--- config.mk ---
export PLATFORM = sky130hd
export DESIGN_NAME = paddle_ctrl
export DESIGN_NICKNAME = d
export VERILOG_FILES = /design/src/rtl/paddle_ctrl.sv
export SDC_FILE = /design/constraint.sdc
export NUM_CORES = 1
export LEC_CHECK = 0
export CORE_MARGIN = 1.5
export CORE_UTILIZATION = 49
export DETAILED_ROUTE_END_ITERATION = 10
export DONT_BUFFER_PORTS = 1
export PLACE_DENSITY = 0.69
export RECOVER_POWER = 50
export SYNTH_ARGS = -nofsm -noshare
export SYNTH_HDL_FRONTEND = slang
export SYNTH_SLANG_ARGS = --single-unit
--- constraint.sdc ---
create_clock -name i_Clk -period 10.41 [get_ports i_Clk]
set_input_delay 1.5615 -clock i_Clk [delete_from_list [all_inputs] [get_ports i_Clk]]
set_output_delay 1.5615 -clock i_Clk [all_outputs]
set_load 0.05 [all_outputs]
--- src/rtl/paddle_ctrl.sv ---
// Paddle position controller: manual or ball-tracking request, two-speed
// stepping with acceleration, and screen-limit flags. Paddle X is fixed.
//
//  state | meaning
//  ------+---------------------------------------------------------------
//  IDLE  | no request; paddle holds position, timer and step count clear
//  SLOW  | direction held; one step every STEP_SLOW cycles, counting steps
//  FAST  | ACCEL_STEPS slow steps done; one step every STEP_FAST cycles
module paddle_ctrl #(
  parameter int SCREEN_HEIGHT = 480,
  parameter int PADDLE_HEIGHT = 80,
  parameter int PADDLE_WIDTH  = 10,
  parameter int X_CENTER      = 20,
  parameter int COORD_W       = 10,
  parameter int STEP_SLOW     = 52000,
  parameter int STEP_FAST     = 26000,
  parameter int ACCEL_STEPS   = 16,
  parameter int AUTO_DEADBAND = 4
) (
  input  logic               i_Clk,
  input  logic               i_Rst_n,
  input  logic               i_enable,
  input  logic               i_mode,
  input  logic               i_up,
  input  logic               i_down,
  input  logic [COORD_W-1:0] i_ball_y,
  output logic [COORD_W-1:0] o_left,
  output logic [COORD_W-1:0] o_right,
  output logic [COORD_W-1:0] o_top,
  output logic [COORD_W-1:0] o_bottom,
  output logic [1:0]         o_state,
  output logic               o_at_top,
  output logic               o_at_bottom
);

  localparam logic [1:0] ST_IDLE = 2'd0;
  localparam logic [1:0] ST_SLOW = 2'd1;
  localparam logic [1:0] ST_FAST = 2'd2;

  localparam int TMR_W = (STEP_SLOW > 1) ? $clog2(STEP_SLOW) : 1;
  localparam int CNT_W = $clog2(ACCEL_STEPS + 1);

  // Timer is a down-counter: loaded with period-1, a step is due when it hits 0.
  localparam logic [TMR_W-1:0]   SLOW_LOAD = TMR_W'(STEP_SLOW - 1);
  localparam logic [TMR_W-1:0]   FAST_LOAD = TMR_W'(STEP_FAST - 1);
  localparam logic [CNT_W-1:0]   ACC_LAST  = CNT_W'(ACCEL_STEPS - 1);
  localparam logic [COORD_W-1:0] TOP_INIT  = COORD_W'((SCREEN_HEIGHT - PADDLE_HEIGHT) / 2);
  localparam logic [COORD_W-1:0] BOT_INIT  = COORD_W'((SCREEN_HEIGHT + PADDLE_HEIGHT) / 2);
  localparam logic [COORD_W-1:0] BOT_MAX   = COORD_W'(SCREEN_HEIGHT - 1);
  localparam logic [COORD_W:0]   HALF_H    = (COORD_W+1)'(PADDLE_HEIGHT / 2);
  localparam logic [COORD_W:0]   DEADBAND  = (COORD_W+1)'(AUTO_DEADBAND);

  logic [1:0]         r_state;
  logic               r_dir;      // 0 = up, 1 = down; meaningful only outside IDLE
  logic [TMR_W-1:0]   r_timer;
  logic [CNT_W-1:0]   r_cnt;
  logic [COORD_W-1:0] r_top;
  logic [COORD_W-1:0] r_bottom;

  logic               w_req_up;
  logic               w_req_dn;
  logic [COORD_W:0]   w_centre;
  logic [COORD_W:0]   w_ball;
  logic               w_reverse;
  logic               w_can_move;

  // Direction request from buttons or from ball position (one extra bit, no overflow)
  always_comb begin
    w_centre = {1'b0, r_top} + HALF_H;
    w_ball   = {1'b0, i_ball_y};
    if (i_mode) begin
      w_req_up = (w_ball + DEADBAND) < w_centre;
      w_req_dn = w_ball > (w_centre + DEADBAND);
    end else begin
      w_req_up = i_up & ~i_down;
      w_req_dn = i_down & ~i_up;
    end
    w_reverse  = r_dir ? w_req_up : w_req_dn;
    w_can_move = r_dir ? (r_bottom != BOT_MAX) : (r_top != '0);
  end

  // Sequencer: request tracking, step timing, acceleration and position update
  always_ff @(posedge i_Clk) begin
    if (!i_Rst_n || !i_enable) begin
      r_state  <= ST_IDLE;
      r_dir    <= 1'b0;
      r_timer  <= '0;
      r_cnt    <= '0;
      r_top    <= TOP_INIT;
      r_bottom <= BOT_INIT;
    end else begin
      case (r_state)
        ST_IDLE: begin
          r_timer <= '0;
          r_cnt   <= '0;
          if (w_req_up || w_req_dn) begin
            r_state <= ST_SLOW;
            r_dir   <= w_req_dn;
            r_timer <= SLOW_LOAD;
          end
        end
        ST_SLOW, ST_FAST: begin
          if (!w_req_up && !w_req_dn) begin
            r_state <= ST_IDLE;
            r_timer <= '0;
            r_cnt   <= '0;
          end else if (w_reverse) begin
            r_state <= ST_SLOW;
            r_dir   <= w_req_dn;
            r_timer <= SLOW_LOAD;
            r_cnt   <= '0;
          end else if (r_timer == '0) begin
            // Limits only freeze position; timing and acceleration keep running
            if (w_can_move) begin
              if (r_dir) begin
                r_top    <= r_top + 1'b1;
                r_bottom <= r_bottom + 1'b1;
              end else begin
                r_top    <= r_top - 1'b1;
                r_bottom <= r_bottom - 1'b1;
              end
            end
            if (r_state == ST_SLOW) begin
              if (r_cnt == ACC_LAST) begin
                r_state <= ST_FAST;
                r_timer <= FAST_LOAD;
                r_cnt   <= '0;
              end else begin
                r_cnt   <= r_cnt + 1'b1;
                r_timer <= SLOW_LOAD;
              end
            end else begin
              r_timer <= FAST_LOAD;
            end
          end else begin
            r_timer <= r_timer - 1'b1;
          end
        end
        default: begin
          r_state <= ST_IDLE;
          r_timer <= '0;
          r_cnt   <= '0;
        end
      endcase
    end
  end

  assign o_left      = COORD_W'(X_CENTER - PADDLE_WIDTH / 2);
  assign o_right     = COORD_W'(X_CENTER + PADDLE_WIDTH / 2);
  assign o_top       = r_top;
  assign o_bottom    = r_bottom;
  assign o_state     = r_state;
  assign o_at_top    = (r_top == '0);
  assign o_at_bottom = (r_bottom == BOT_MAX);

endmodule

==> flow_summary.json <==
{
  "fill_cells": 726,
  "ys_seq_area_frac": 0.232,
  "clockBufferDepth": 2,
  "setup_ws_ns": 4.91,
  "rr_endpoint": "o_top[5]",
  "ios": 60,
  "r2r-start": "o_top[4]",
  "synth_compound_area_frac": 0.143,
  "synth_area_leaders": "dfxtp_1, ha_1, xnor2_1, nor2_1, mux2i_1",
  "diodes": 0,
  "cts_resized": 0,
  "ys_top_cells_by_count": "ha_1, nor2_1, dfxtp_1",
  "grt_pass1_vias": 2718,
  "required_ns": 10.57,
  "syn2layout_area_growth_pct": 2.01,
  "status": "complete, no violations",
  "hold_viol": 0,
  "synthAdderAreaFrac": 0.162,
  "worstHoldPathType": "reg2reg",
  "drv_slew": 0,
  "place_ws_ns": 5.43,
  "post-cts-setup-buffers": 0,
  "r2r_slack_ns": 4.91,
  "vias": 2982,
  "grt_first_pass_wirelength_um": 13000,
  "worst_pin_slew_ns": 1.32,
  "synth_top_family_by_area": "simple AND/OR/NAND/NOR gates",
  "routedWlPerCell_um": 14.0,
  "cts_buffers": 5,
  "syn_area_um2": 3790,
  "start_util": 0.514,
  "setup-violations-final": 0,
  "synthCells": 451,
  "skew_ns": 0.00565,
  "irDropWorstVdd_mv": 0.0515,
  "crit_start": "o_top[4]",
  "yosysWarnings": 0,
  "viasPerCell": 5.44,
  "h-tree-depth": 2,
  "critPathArrivalTime_ns": 5.67,
  "ys_async_sr_fraction": 0,
  "critPathCapture": "o_top[5]",
  "drive_gt1_frac": 0.0490,
  "clock.fmax_mhz": 182,
  "swShare": 0.341,
  "cts.sinks": 44,
  "die_area_um2": 8270,
  "clk_pin_slew_ns": 0.08,
  "ys.flop_type": "dfxtp_1",
  "dp_hpwl_um": 6000,
  "grt.total_usage": 0.192,
  "synthXorXnorAreaFrac": 0.117,
  "fin_tns_setup_ns": 0,
  "synth.avg_cell_area_um2": 8.40,
  "drt_pass1_iterations": 7,
  "seq_area_um2": 881,
  "rows": 31,
  "die_w_um": 90.9,
  "clockRootBuffer": "clkbuf_8",
  "period_needed_ns": 5.50,
  "maxCapViolCount": 0,
  "holdBufCountCts": 0,
  "power_switching_mw": 0.140,
  "multi_input_area_um2": 2690,
  "powerDensity_nw_per_um2": 106,
  "die_y_um": 90.9,
  "portBuffers": 0,
  "nets": 512,
  "synth_top_area_frac": 0.232,
  "grt_overflow": 0,
  "globalplace.congestion": 0.824,
  "ys_types": 58,
  "antenna_found_initial": 0,
  "core_region_area_um2": 7370,
  "period_share": 0.529,
  "hold_slack_ns": 0.453,
  "crit_path_end_kind": "register",
  "path_class": "reg2reg",
  "drc": 0,
  "cts_tree": "built",
  "ys_seq_elements": 44,
  "drt.antenna.violating_nets": 0,
  "static-leakage-power_nw": 1.60,
  "rr_worst_depth": 18,
  "synth-simple-area-share": 0.222,
  "p_int_mw": 0.270,
  "grt_start_max_net_pins": 23,
  "rsz0062_at_grt": "no",
  "cp-start-kind": "register",
  "slew_headroom": 0.119,
  "p_clk_frac": 0.272,
  "p_seq_frac": 0.438,
  "wl_um": 7650,
  "synth_edf_count": 0,
  "drt-initial-drc-count": 122,
  "clk_latency_ns": 0.30,
  "crit_fanout": 21,
  "holdPathStages": 1,
  "yosysTopAreaCell": "dfxtp_1",
  "synth.area.mux_share": 0.0449,
  "p_comb_frac": 0.290
}
==> worst min-delay path by stage <==
| stage | from | endpoint | slack [ns] |
|---|---|---|---|
| floorplan | r_timer[0] | r_timer[0] | 0.42 |
| global placement | r_cnt[4] | r_cnt[4] | 0.43 |
| detailed placement | r_cnt[4] | r_cnt[4] | 0.44 |
| CTS | r_cnt[4] | r_cnt[4] | 0.46 |
| global route | r_timer[0] | r_timer[0] | 0.48 |
| finish | r_timer[0] | r_timer[0] | 0.45 |
==> power by group through the flow <==
stage               combinational (mW)  clock, mW  sequential (mW)
global route                     0.133      0.120            0.180
finish                           0.119      0.111            0.180
detailed placement               0.118          0            0.184
CTS                              0.119      0.114            0.180
global placement                 0.117          0            0.183
floorplan                        0.109          0            0.182
==> placed cells by master (no fill, tap or decap), types with 3 or more instances in the layout <==
master	instances
ha_1	46
nand4_1	4
or2_2	3
nor2_1	46
and2_1	3
nor3_1	13
nor2b_1	3
or3_1	4
clkbuf_1	3
a21oi_1	25
nand2b_1	3
inv_1	18
xor2_1	11
dfxtp_1	44
nand2_1	35
nor3b_1	3
o211ai_1	3
conb_1	20
o41ai_1	3
nand3_1	17
a211oi_1	7
xnor2_1	37
o21ai_0	14
o22ai_1	3
and3_1	5
o21a_1	4
clkbuf_8	6
nor4_1	4
a21o_1	7
mux2i_1	17
==> cell families (layout without fill, tap and decap cells) <==
group	Yosys count	in the layout
simple gates	161	161
compound gates	81	81
xor+xnor	49	49
buf+inv	49	29
fa+ha+maj	48	48
flops	44	44
mux	17	17
other cells	2	20
==> flip-flops by register name (all words and copies together), names as in the netlist <==
| signal | cells |
|---|---|
| o_top | 10 |
| r_dir | 1 |
| o_state | 2 |
| r_timer | 16 |
| o_bottom | 10 |
| r_cnt | 5 |
==> through the flow <==
step | area [um2] | cells | utilization | total power [mW]
floorplan | 3860 | 469 | - | 0.291
global placement | 3800 | 540 | 0.515 | 0.300
detailed placement | 3800 | 540 | 0.515 | 0.302
CTS | 3890 | 548 | 0.528 | 0.413
global route | 3860 | 548 | 0.524 | 0.433
finish | 3860 | 548 | 0.524 | 0.410
==> per-layer routing <==
layer,part of all wire,GRT usage,vias to the layer above
met5,0,0,-
met4,0.011,0.0651,0
met3,0.052,0.0419,7
met2,0.44,0.295,52
met1,0.50,0.265,1371
li1,-,-,1552
==> worst max-delay path: stages, from the launching register on <==
cell and delay (ns):
dfxtp_1 0.82, ha_1 0.40, xor2_1 0.17, nor3b_1 0.49, inv_1 0.09, o21ai_0 0.16, a22o_1 0.14, nand2_1 0.06
xor2_1 0.18, ha_1 0.35, o21a_1 0.12, o21ai_0 0.07, nand2b_1 0.07, nand4_1 0.11, o32a_1 0.46, o41ai_4 0.32
clkbuf_1 1.00, mux2i_1 0.29, nor2_1 0.05
==> cell type report <==
| type | count | share of cell area |
|---|---|---|
| sequential | 44 | 0.228 |
| clock buffer | 6 | 0.0214 |
| tap | 99 | 0.0320 |
| inverter | 18 | 0.0175 |
| clock inverter | 2 | 0.00259 |
| multi-input combinational | 376 | 0.696 |
| timing repair buffer | 3 | 0.00291 |
(Power assumes the default switching activity.)
